<file path="src/rtl/minmax_pkg.sv">
// Shared types and constants for the min/max frame tracker.
package minmax_pkg;

    typedef enum logic {
        ACCUM = 1'b0,
        HOLD  = 1'b1
    } state_t;

    localparam int unsigned W_DEF         = 6;
    localparam int unsigned FRAME_LEN_DEF = 8;

    // Width needed to hold a sample count from 0 to n inclusive.
    function automatic int unsigned cw_of(input int unsigned n);
        return $clog2(n + 1);
    endfunction

endpackage

</file>
<file path="src/rtl/signed_lt.sv">
// W-bit combinational signed less-than: lt = (a < b) in two's complement.
module signed_lt #(
    parameter int unsigned W = 6
) (
    input  logic [W-1:0] a,
    input  logic [W-1:0] b,
    output logic         lt
);

    assign lt = ($signed(a) < $signed(b));

endmodule

</file>
<file path="src/rtl/minmax_tracker.sv">
// Running signed min/max over frames of samples, result presented over valid/ready.
// Optional MINMAX_INDEX_EN adds min_idx/max_idx (first-occurrence positions).
module minmax_tracker
    import minmax_pkg::*;
#(
    parameter int unsigned W         = W_DEF,
    parameter int unsigned FRAME_LEN = FRAME_LEN_DEF,
    parameter int unsigned CW        = cw_of(FRAME_LEN)
) (
    input  logic          clk,
    input  logic          rst,
    input  logic          in_valid,
    output logic          in_ready,
    input  logic [W-1:0]  in_data,
    input  logic          in_last,
    output logic          out_valid,
    input  logic          out_ready,
    output logic [W-1:0]  min_out,
    output logic [W-1:0]  max_out,
`ifdef MINMAX_INDEX_EN
    output logic [CW-1:0] min_idx,
    output logic [CW-1:0] max_idx,
`endif
    output logic [CW-1:0] frame_cnt
);

    state_t        state;
    state_t        state_nxt;
    logic [CW-1:0] count;
    logic [W-1:0]  run_min;
    logic [W-1:0]  run_max;
    logic [W-1:0]  min_nxt;
    logic [W-1:0]  max_nxt;
    logic          lt_min;
    logic          gt_max;
    logic          accept;
    logic          close;
    logic          out_hs;
    logic          first;
`ifdef MINMAX_INDEX_EN
    logic [CW-1:0] run_min_idx;
    logic [CW-1:0] run_max_idx;
    logic [CW-1:0] min_idx_nxt;
    logic [CW-1:0] max_idx_nxt;
`endif

    signed_lt #(.W(W)) u_lt_min (.a(in_data), .b(run_min), .lt(lt_min));
    signed_lt #(.W(W)) u_lt_max (.a(run_max), .b(in_data), .lt(gt_max));

    assign in_ready = (state == ACCUM) && !rst;
    assign accept   = in_valid && in_ready;
    assign first    = (count == '0);
    assign close    = accept && ((count == CW'(FRAME_LEN - 1)) || in_last);
    assign out_hs   = (state == HOLD) && out_valid && out_ready;

    // Candidate min/max including the current sample; ties keep the stored value.
    always_comb begin
        min_nxt = run_min;
        max_nxt = run_max;
        if (first || lt_min) min_nxt = in_data;
        if (first || gt_max) max_nxt = in_data;
    end

`ifdef MINMAX_INDEX_EN
    always_comb begin
        min_idx_nxt = run_min_idx;
        max_idx_nxt = run_max_idx;
        if (first || lt_min) min_idx_nxt = count;
        if (first || gt_max) max_idx_nxt = count;
    end
`endif

    always_comb begin
        state_nxt = state;
        case (state)
            ACCUM:   if (close)  state_nxt = HOLD;
            HOLD:    if (out_hs) state_nxt = ACCUM;
            default: state_nxt = ACCUM;
        endcase
    end

    always_ff @(posedge clk) begin
        if (rst) state <= ACCUM;
        else     state <= state_nxt;
    end

    // Running accumulators and the presented frame result.
    always_ff @(posedge clk) begin
        if (rst) begin
            count     <= '0;
            run_min   <= '0;
            run_max   <= '0;
            out_valid <= 1'b0;
            min_out   <= '0;
            max_out   <= '0;
            frame_cnt <= '0;
        end else begin
            if (accept) begin
                count   <= count + CW'(1);
                run_min <= min_nxt;
                run_max <= max_nxt;
            end
            if (close) begin
                out_valid <= 1'b1;
                min_out   <= min_nxt;
                max_out   <= max_nxt;
                frame_cnt <= count + CW'(1);
            end
            if (out_hs) begin
                out_valid <= 1'b0;
                count     <= '0;
            end
        end
    end

`ifdef MINMAX_INDEX_EN
    always_ff @(posedge clk) begin
        if (rst) begin
            run_min_idx <= '0;
            run_max_idx <= '0;
            min_idx     <= '0;
            max_idx     <= '0;
        end else begin
            if (accept) begin
                run_min_idx <= min_idx_nxt;
                run_max_idx <= max_idx_nxt;
            end
            if (close) begin
                min_idx <= min_idx_nxt;
                max_idx <= max_idx_nxt;
            end
        end
    end
`endif

endmodule

</file>
<file path="config.mk">
export PLATFORM = sky130hd
export DESIGN_NAME = minmax_tracker
export DESIGN_NICKNAME = d
export VERILOG_FILES = /design/src/rtl/minmax_pkg.sv /design/src/rtl/signed_lt.sv /design/src/rtl/minmax_tracker.sv
export SDC_FILE = /design/constraint.sdc
export NUM_CORES = 1
export LEC_CHECK = 0
export BUFFER_PORTS_ARGS = -buffer_cell sky130_fd_sc_hd__buf_2
export CAP_MARGIN = 15
export CORE_MARGIN = 4
export CORE_UTILIZATION = 48
export DETAILED_ROUTE_END_ITERATION = 16
export PLACE_DENSITY_LB_ADDON = 0.25
export SLEW_MARGIN = 0
export SYNTH_ARGS = -nofsm -noshare
export SYNTH_HDL_FRONTEND = slang
export SYNTH_HIERARCHICAL = 1
export SYNTH_SLANG_ARGS = --single-unit
</file>
<file path="constraint.sdc">
create_clock -name clk -period 3.39 [get_ports clk]
set_input_delay 0.339 -clock clk [delete_from_list [all_inputs] [get_ports clk]]
set_output_delay 0.339 -clock clk [all_outputs]
set_load 0.05 [all_outputs]
</file>
# After elaboration in Yosys (flattened, before gate mapping)
# Cells that the tools add are included.
[totals]
ff_bits = 34
inputBits = 11
output_inout_bits = 18
[classes]
addsub = 1
magnitude_cmp = 2
eq_ne = 1
n_mux = 5
n_bitwise = 1
reduce_logical = 11
[op_table]
columns = ["op", "n"]
rows = [
  ["$lt A6 B6 Y1", 2],
  ["$mux W6", 2],
  ["$logic_and A1 B1 Y1", 5],
  ["$add A4 B1 Y4 const B", 1],
  ["$eq A4 B3 Y1 const B", 1],
  ["$logic_not A4 Y1", 1],
  ["$logic_or A1 B1 Y1", 3],
  ["$mux W1", 2],
  ["$pmux W1 S2", 1],
  ["$reduce_or A2 Y1", 1],
  ["$logic_not A1 Y1", 1],
  ["$not A1 Y1", 1],
]

# Longest topological paths before layout
# Gate-level depths: netlist (run 1).
[depth]
depth_word = 6
depth_mapped = 8
depth_no_buf = 7

# Hierarchy
# The synthesis (run 1) kept the hierarchy.
[by_module_without_submodules]
columns = ["mod", "instances", "cells_per_inst", "area_each_um2", "seq_area_each_um2"]
rows = [
  ["minmax_tracker", 1, 175, 1571.5, 680.7],
  ["signed_lt", 2, 19, 151.4, 0.0],
]

# Worst setup path before layout (run 1)
# Ideal clock, no wire load.
[synth_timing]
path_kind = "register to register"
startpoint = "register run_min[5]"
endpoint = "register min_out[0]"
setup_time_ns = 0.074
arrival_ns = 1.575
required_time_ns = 3.316
path_slack_ns = 1.741
path_stages_with_launch = 9
period_less_slack_ns = 1.649
path_cell_list = "dfxtp_1 > inv_1 > ha_1 > nor2b_1 > nor3b_1 > a211oi_2 > clkbuf_1 > o21ai_0 > a31oi_1"
[synth_between]
elab_chain_len = 3
[synth_rtl]
columns = ["element", "line_no", "text"]
rows = [
  ["start: declaration", "minmax_tracker.sv:30", "logic [W-1:0] run_min;"],
  ["start signal: assignment", "minmax_tracker.sv:100", "run_min <= min_nxt;"],
  ["$lt A6 B6 Y1", "signed_lt.sv:10", "assign lt = ($signed(a) < $signed(b));"],
  ["named net lt_min", "minmax_tracker.sv:34", "logic lt_min;"],
  ["$logic_or A1 B1 Y1", "minmax_tracker.sv:60", "if (first || lt_min) min_nxt = in_data;"],
  ["$mux W6", "minmax_tracker.sv:60", ""],
  ["end signal: assignment", "minmax_tracker.sv:105", "min_out <= min_nxt;"],
  ["end: declaration", "minmax_tracker.sv:18", "output logic [W-1:0] min_out,"],
]
# The timed path passes the listed nets, and every way through them passes these cells.
# A chain may end at the register's enable or synchronous reset.

# Final worst setup path (run 1)
[layout_timing]
startpoint = "register run_max[5]"
endpoint = "register max_out[2]"
[layout_between]
elab_chain_len = 3
[layout_rtl]
columns = ["element", "line_no", "text"]
rows = [
  ["start: declaration", "minmax_tracker.sv:31", "logic [W-1:0] run_max;"],
  ["start signal: assignment", "minmax_tracker.sv:101", "run_max <= max_nxt;"],
  ["$lt A6 B6 Y1", "signed_lt.sv:10", ""],
  ["named net gt_max", "minmax_tracker.sv:35", "logic gt_max;"],
  ["$logic_or A1 B1 Y1", "minmax_tracker.sv:61", "if (first || gt_max) max_nxt = in_data;"],
  ["$mux W6", "minmax_tracker.sv:61", ""],
  ["end signal: assignment", "minmax_tracker.sv:106", "max_out <= max_nxt;"],
  ["end: declaration", "minmax_tracker.sv:19", "output logic [W-1:0] max_out,"],
]
# The timed path passes the listed nets, and every way through them passes these cells.

==> results of run 1 <==
==> stage by stage <==
stage / std cells / area [um^2] / hold slack (ps)
after global placement: 278 / 2040 / 448
after floorplan: 213 / 1870 / 408
final: 286 / 2130 / 335
after detailed placement: 278 / 2040 / 450
after global routing: 286 / 2130 / 343
after CTS: 286 / 2130 / 331
==> power groups by stage <==
stage | sequential [mW] | clock [mW] | combinational (mW)
global route | 0.455 | 0.331 | 0.248
detailed placement | 0.460 | 0 | 0.221
global placement | 0.460 | 0 | 0.220
finish | 0.451 | 0.305 | 0.222
CTS | 0.451 | 0.312 | 0.222
floorplan | 0.484 | 0 | 0.143
==> per-layer routing <==
layer / vias to the layer above / routed length, um / GRT usage, %
li1: 846 / - / -
met1: 762 / 2140 / 23.9
met2: 33 / 1820 / 27.7
met3: 8 / 205 / 3.88
met4: 0 / 60 / 6.38
met5: - / 0 / 0
==> area by class of cell <==
cell class	instances	area, um^2
clock buffer	7	86.3
clock inverter	1	5.00
fill	344	1580
inverter	14	52.6
multi-input combinational	151	1090
sequential	34	681
tap	48	60.1
timing repair buffer	31	163
==> cell usage after synthesis (3+ instances only) <==
library cell,count
or2_2,12
nor2_1,5
inv_1,13
nand3b_1,12
ha_1,12
nand2_1,8
buf_2,7
a21oi_1,20
o221ai_1,12
o21ai_0,13
nor3b_1,3
clkbuf_1,6
dfxtp_1,34
a31oi_1,24
==> cells by family after synthesis <==
family                     after synthesis  synth area share [%]
buffers and inverters                   28                  6.07
muxes                                    3                  1.67
and+or+nand+nor                         56                  19.8
DFF                                     34                  36.3
AOI/OAI and AO/OA                       77                  26.7
xor gates and xnor gates                 3                  1.40
adders and majority gates               12                  8.01
==> worst max-delay path: cells and delay by family (launching register included) <==
| kind | cells | cell delay, ps |
|---|---|---|
| simple gates | 2 | 230 |
| flops | 1 | 330 |
| fa+ha+maj | 1 | 320 |
| compound gates | 3 | 1060 |
==> worst paths after layout <==
kind,to
setup / recovery,max_out[2]$_SDFFE_PP0P_
hold / removal,frame_cnt[3]$_SDFFE_PP0P_
setup reg to reg,max_out[2]$_SDFFE_PP0P_
hold reg to reg,frame_cnt[2]$_SDFFE_PP0P_
==> state kept, by name (all words and copies together), names as in the netlist <==
name / count
run_max: 6
run_min: 6
max_out: 6
state: 1
frame_cnt: 4
min_out: 6
count: 4
out_valid: 1
==> summary.txt, run 1 <==
Die width: 70.5 um
Critical Path AT: 2250 ps
Cts bufs inserted: 5
Sw Ratio: 31.0%
Root Driver: clkbuf_8
CP Capture Type: flip-flop
Chip height: 70.5 um
Critical Path RT: 3600 ps
Worst path slowest cell: a211oi_2
R2R setup slack: 1360 ps
CP Launch Type: flip-flop
Slew headroom: 55.6%
Detail Route Antenna Nets: 0
Worst-path clk slew: 70 ps
CORE AREA: 0.00372 mm^2
Crit path launch: run_max[5]$_SDFFE_PP0P_
Fin crit period: 2030 ps
Area Overhead vs Synth: 13.8%
Antenna diodes: 0
EDFF count, synth: 0
Rows: 22
Final setup margin: 1360 ps
Total global routing overflow: 0
Most common flop cell mapped by yosys: dfxtp_1
Pint: 676 uW
Hold depth: 2
Final period utilization: 59.9%
Synth async-reset ratio: 0%
Final HPWL DP: 2850 um
Most frequent cells in the layout: 34 x dfxtp_1, 28 x buf_2, 24 x a31oi_1
DRT iter0 DRCs: 121
First-pass GRT wire length: 7160 um
Commonest non-fill, non-tap cell in the layout: dfxtp_1
Avg Inst Size Synth: 8.80 um^2
Worst-path cell chain: ha_1 > nor2b_1 > nor3b_1 > a211oi_2 > o21ai_0 > a31oi_1
Logic pwr share: 22.7%
Initial antenna violation count: 0
Top Ports: 29
Post-synth top area share: 36.3%
Starting density of the core: 50.4%
Die area: 0.00497 mm^2
Ranking of synthesized cells by area: dfxtp_1 36%, a31oi_1 8.0%, ha_1 8.0%
Total iterations of the first detailed-routing run: 4
Layout Utilization: 57.4%
Hold buffer count at cts: 0
Post-cts sizing count: 0
FMAX: 492 MHz
Post-synthesis sequential area ratio: 36.3%
Synth unique cells: 37
Post-Synthesis Net Count: 236
Clk_lat worst skew: 290 ps
Max incr delay on CP: 580 ps
Status: finished, final reports clean
Count of max-cap constraint violations: 0
Sequential share of power: 46.1%
TritonCTS Sinks: 34
Fin. max-slew vios: 0
Worst r2r src: run_max[5]$_SDFFE_PP0P_
Post-synthesis sequential element count: 34
# setup viols final: 0
YS warnings: 6
Pre-CTS WS: 1230 ps
Setup_tns: 0 ps
Maximum fanout along the worst path: 12
Port Buffers: 28
RSZ-0062 raised after global routing: no
Synthesized cell area: 0.00187 mm^2
Leak: 0.906 nW
Largest net degree at the start of global routing: 34
Worst hold start: rst
NetSw: 303 uW
Postcts setup bufs: 0
Vias: 1649
Number of global-route vias before repair: 1530
Hold WC Path Type: primary input to flip-flop
TritonCTS clock tree: done
Htree depth: 2
Pwr Total: 979 uW
DRC errors left: 0
Placer Congestion: 0.763
Clock Power Share: 31.2%
Hold Vio Cnt, Final: 0
Kind of critical path: flip-flop to flip-flop
Clock Skews: 5.29 ps
Vias per cell: 5.77
Final net count: 260
VDD IR max: 0.179 mV
Worst r2r path cells: 6
Measured slew at the worst slew-check pin: 665 ps
Layout cells sized above 1: 24.4%
Yosys top cell by area: dfxtp_1
WL per Instance: 14.8 um
Max Root-Sink Buffers: 2
Drt total wl: 4230 um
GRT Total Usage: 17.7%
Mapped Cells: 213
Cell Pwr Density: 459 mW/mm^2
Note: power is estimated with default switching activity, not from simulation.
==> inputs of run 2 (changes only) <==
==> constraint.sdc (replaced) <==
create_clock -name clk -period 1.9 [get_ports clk]
set_input_delay 0.19 -clock clk [delete_from_list [all_inputs] [get_ports clk]]
set_output_delay 0.19 -clock clk [all_outputs]
set_load 0.05 [all_outputs]
==> summary.txt, run 2 (synthesis results as in run 1) <==
Status: finished, final reports clean
Final HPWL DP: 2990 um (+5.2%)
Initial antenna violation count: 0 (unchanged)
GRT Total Usage: 17.5% (-0.23 points)
Chip height: 70.5 um (unchanged)
Vias: 1646 (-0.18%)
DRC errors left: 0 (unchanged)
Slew headroom: 57.6% (+2.0 points)
Hold depth: 2 (unchanged)
GR met1 Demand/Resource: 23.7% (-0.15 points)
Worst r2r src: run_min[5]$_SDFFE_PP0P_
Worst-path cell chain: inv_1 > ha_1 > nor2b_2 > nor3b_2 > a211oi_2 > buf_4 > o21ai_0 > a31oi_2
TritonCTS clock tree: done
WL per Instance: 14.4 um (-2.4%)
Hold buffer count at cts: 0 (unchanged)
DRT iter0 DRCs: 103 (-15%)
Fin. max-slew vios: 0 (unchanged)
Maximum fanout along the worst path: 6 (-6)
Fin crit period: 1780 ps (-247 ps)
R2r endpoint: run_min[3]$_SDFFE_PP0P_
Critical Path AT: 1990 ps (-260 ps)
Crit path launch: run_min[5]$_SDFFE_PP0P_
Clock Skews: 4.03 ps (-1.26 ps)
Delay-heaviest family, CP: compound AO/OA/AOI/OAI gates
Hold Vio Cnt, Final: 0 (unchanged)
Number of global-route vias before repair: 1513 (-1.1%)
Layout Utilization: 59.8% (+2.4 points)
Total global routing overflow: 0 (unchanged)
Largest net degree at the start of global routing: 29 (-15%)
Commonest non-fill, non-tap cell in the layout: dfxtp_1
Area Overhead vs Synth: 18.5%
Kind of critical path: flip-flop to flip-flop
Total iterations of the first detailed-routing run: 4 (unchanged)
Htree depth: 2 (unchanged)
Drt total wl: 4240 um (+0.38%)
Final std cells w/o fill: 294 (+2.8%)
Max incr delay on CP: 350 ps (-230 ps)
Cts bufs inserted: 5 (unchanged)
Antenna diodes: 0 (unchanged)
Root Driver: clkbuf_8
Max Root-Sink Buffers: 2 (unchanged)
Measured slew at the worst slew-check pin: 634 ps (-31.1 ps)
Layout cells sized above 1: 29.7% (+5.3 points)
Placer Congestion: 0.803 (+5.2%)
Setup_tns: 0 ps (unchanged)
Instance count on the critical path: 8 (+2)
TritonCTS Sinks: 34 (unchanged)
CP endpoint: run_min[3]$_SDFFE_PP0P_
CORE AREA: 0.00372 mm^2 (unchanged)
Placed Cells: 287 (+3.2%)
GRT met3 Usage: 4.32% (+0.43 points)
Grt met2 use: 26.6% (-1.0 points)
Count of max-cap constraint violations: 0 (unchanged)
First-pass GRT wire length: 7000 um (-2.2%)
CP Launch Type: flip-flop
VDD IR max: 0.466 mV (+160%)
Die width: 70.5 um (unchanged)
# setup viols final: 0 (unchanged)
Worst-path clk slew: 70 ps (about the same)
Port Buffers: 28 (unchanged)
Detail Route Antenna Nets: 0 (unchanged)
Clk_lat worst skew: 280 ps (about the same)
FMAX: 561 MHz (+14%)
Most frequent cells in the layout: 33 x dfxtp_1, 29 x buf_2, 23 x a31oi_1
Cell Pwr Density: 796 mW/mm^2 (+73%)
Hold WC Path Type: primary input to flip-flop
Leak: 0.960 nW (+5.9%)
Vias per cell: 5.60 (-2.9%)
Rows: 22 (unchanged)
Die area: 0.00497 mm^2 (unchanged)
CP Capture Type: flip-flop
Final period utilization: 93.9% (+34 points)
Filler cells: 341 (-0.87%)
Top Ports: 29 (unchanged)
Worst r2r path cells: 8 (+2)
Gr busiest metal: met2
Worst path slowest cell: dfxtp_1
CP bufs+invs: 2 (+2)
Final net count: 270 (+3.8%)
R2R setup slack: 120 ps (-1240 ps)
Starting density of the core: 50.4% (unchanged)
Critical Path RT: 2110 ps (-1490 ps)
==> run 2: worst register-to-register path, delay by kind of cell, from the launching register on <==
family | cells | cell delay, ps
compound gates | 3 | 600
fa+ha+maj | 1 | 310
buf+inv | 2 | 230
flops | 1 | 350
simple gates | 2 | 210
==> run 2: worst min path at each step <==
stage | start | endpoint | slack (ps)
finish | rst | frame_cnt[3]$_SDFFE_PP0P_ | 190
global route | rst | frame_cnt[3]$_SDFFE_PP0P_ | 200
CTS | rst | frame_cnt[3]$_SDFFE_PP0P_ | 180
detailed placement | frame_cnt[2]$_SDFFE_PP0P_ | frame_cnt[2]$_SDFFE_PP0P_ | 460
global placement | frame_cnt[2]$_SDFFE_PP0P_ | frame_cnt[2]$_SDFFE_PP0P_ | 450
floorplan | rst | frame_cnt[3]$_SDFFE_PP0P_ | 260
==> run 2: cell type report <==
class	count	area, um^2	share of cell area [%]
clock buffers	6	82.6	3.72
multi-input cells	151	1110	49.9
flip-flops and latches	34	682	30.7
well taps	48	60.1	2.70
inverters	14	52.6	2.37
repair buffers	41	235	10.6
==> run 2: timing repair <==
item / 4_1_cts / 5_1_grt
endpoints found under the setup margin: 24 / 7
gates resized for setup: 1 / 6
pin swaps: 0 / 1
cloned: 0 / 1
setup buffers: 0 / 0
==> run 2: layer usage <==
metal / up-vias / wire (um)
met5: - / 0
met2: 40 / 1890
met4: 0 / 53
met1: 743 / 2080
met3: 5 / 219
li1: 858 / -
==> run 2: where the power goes <==
group,internal [mW],switching [mW]
Sequential,0.764,0.0409
Combinational,0.179,0.256
Clock,0.279,0.247
==> run 2: per-stage QoR <==
| step | hold slack (ps) | setup WS [ps] | power [mW] | instance area (um^2) |
|---|---|---|---|---|
| 3_5_place_dp | 458 | -127 | 1.24 | 2110 |
| 3_3_place_gp | 447 | -111 | 1.23 | 2110 |
| 2_1_floorplan | 259 | 251 | 1.12 | 1870 |
| 6_report | 186 | 116 | 1.77 | 2220 |
| 5_1_grt | 204 | -0.390 | 1.86 | 2220 |
| 4_1_cts | 185 | 144 | 1.76 | 2200 |
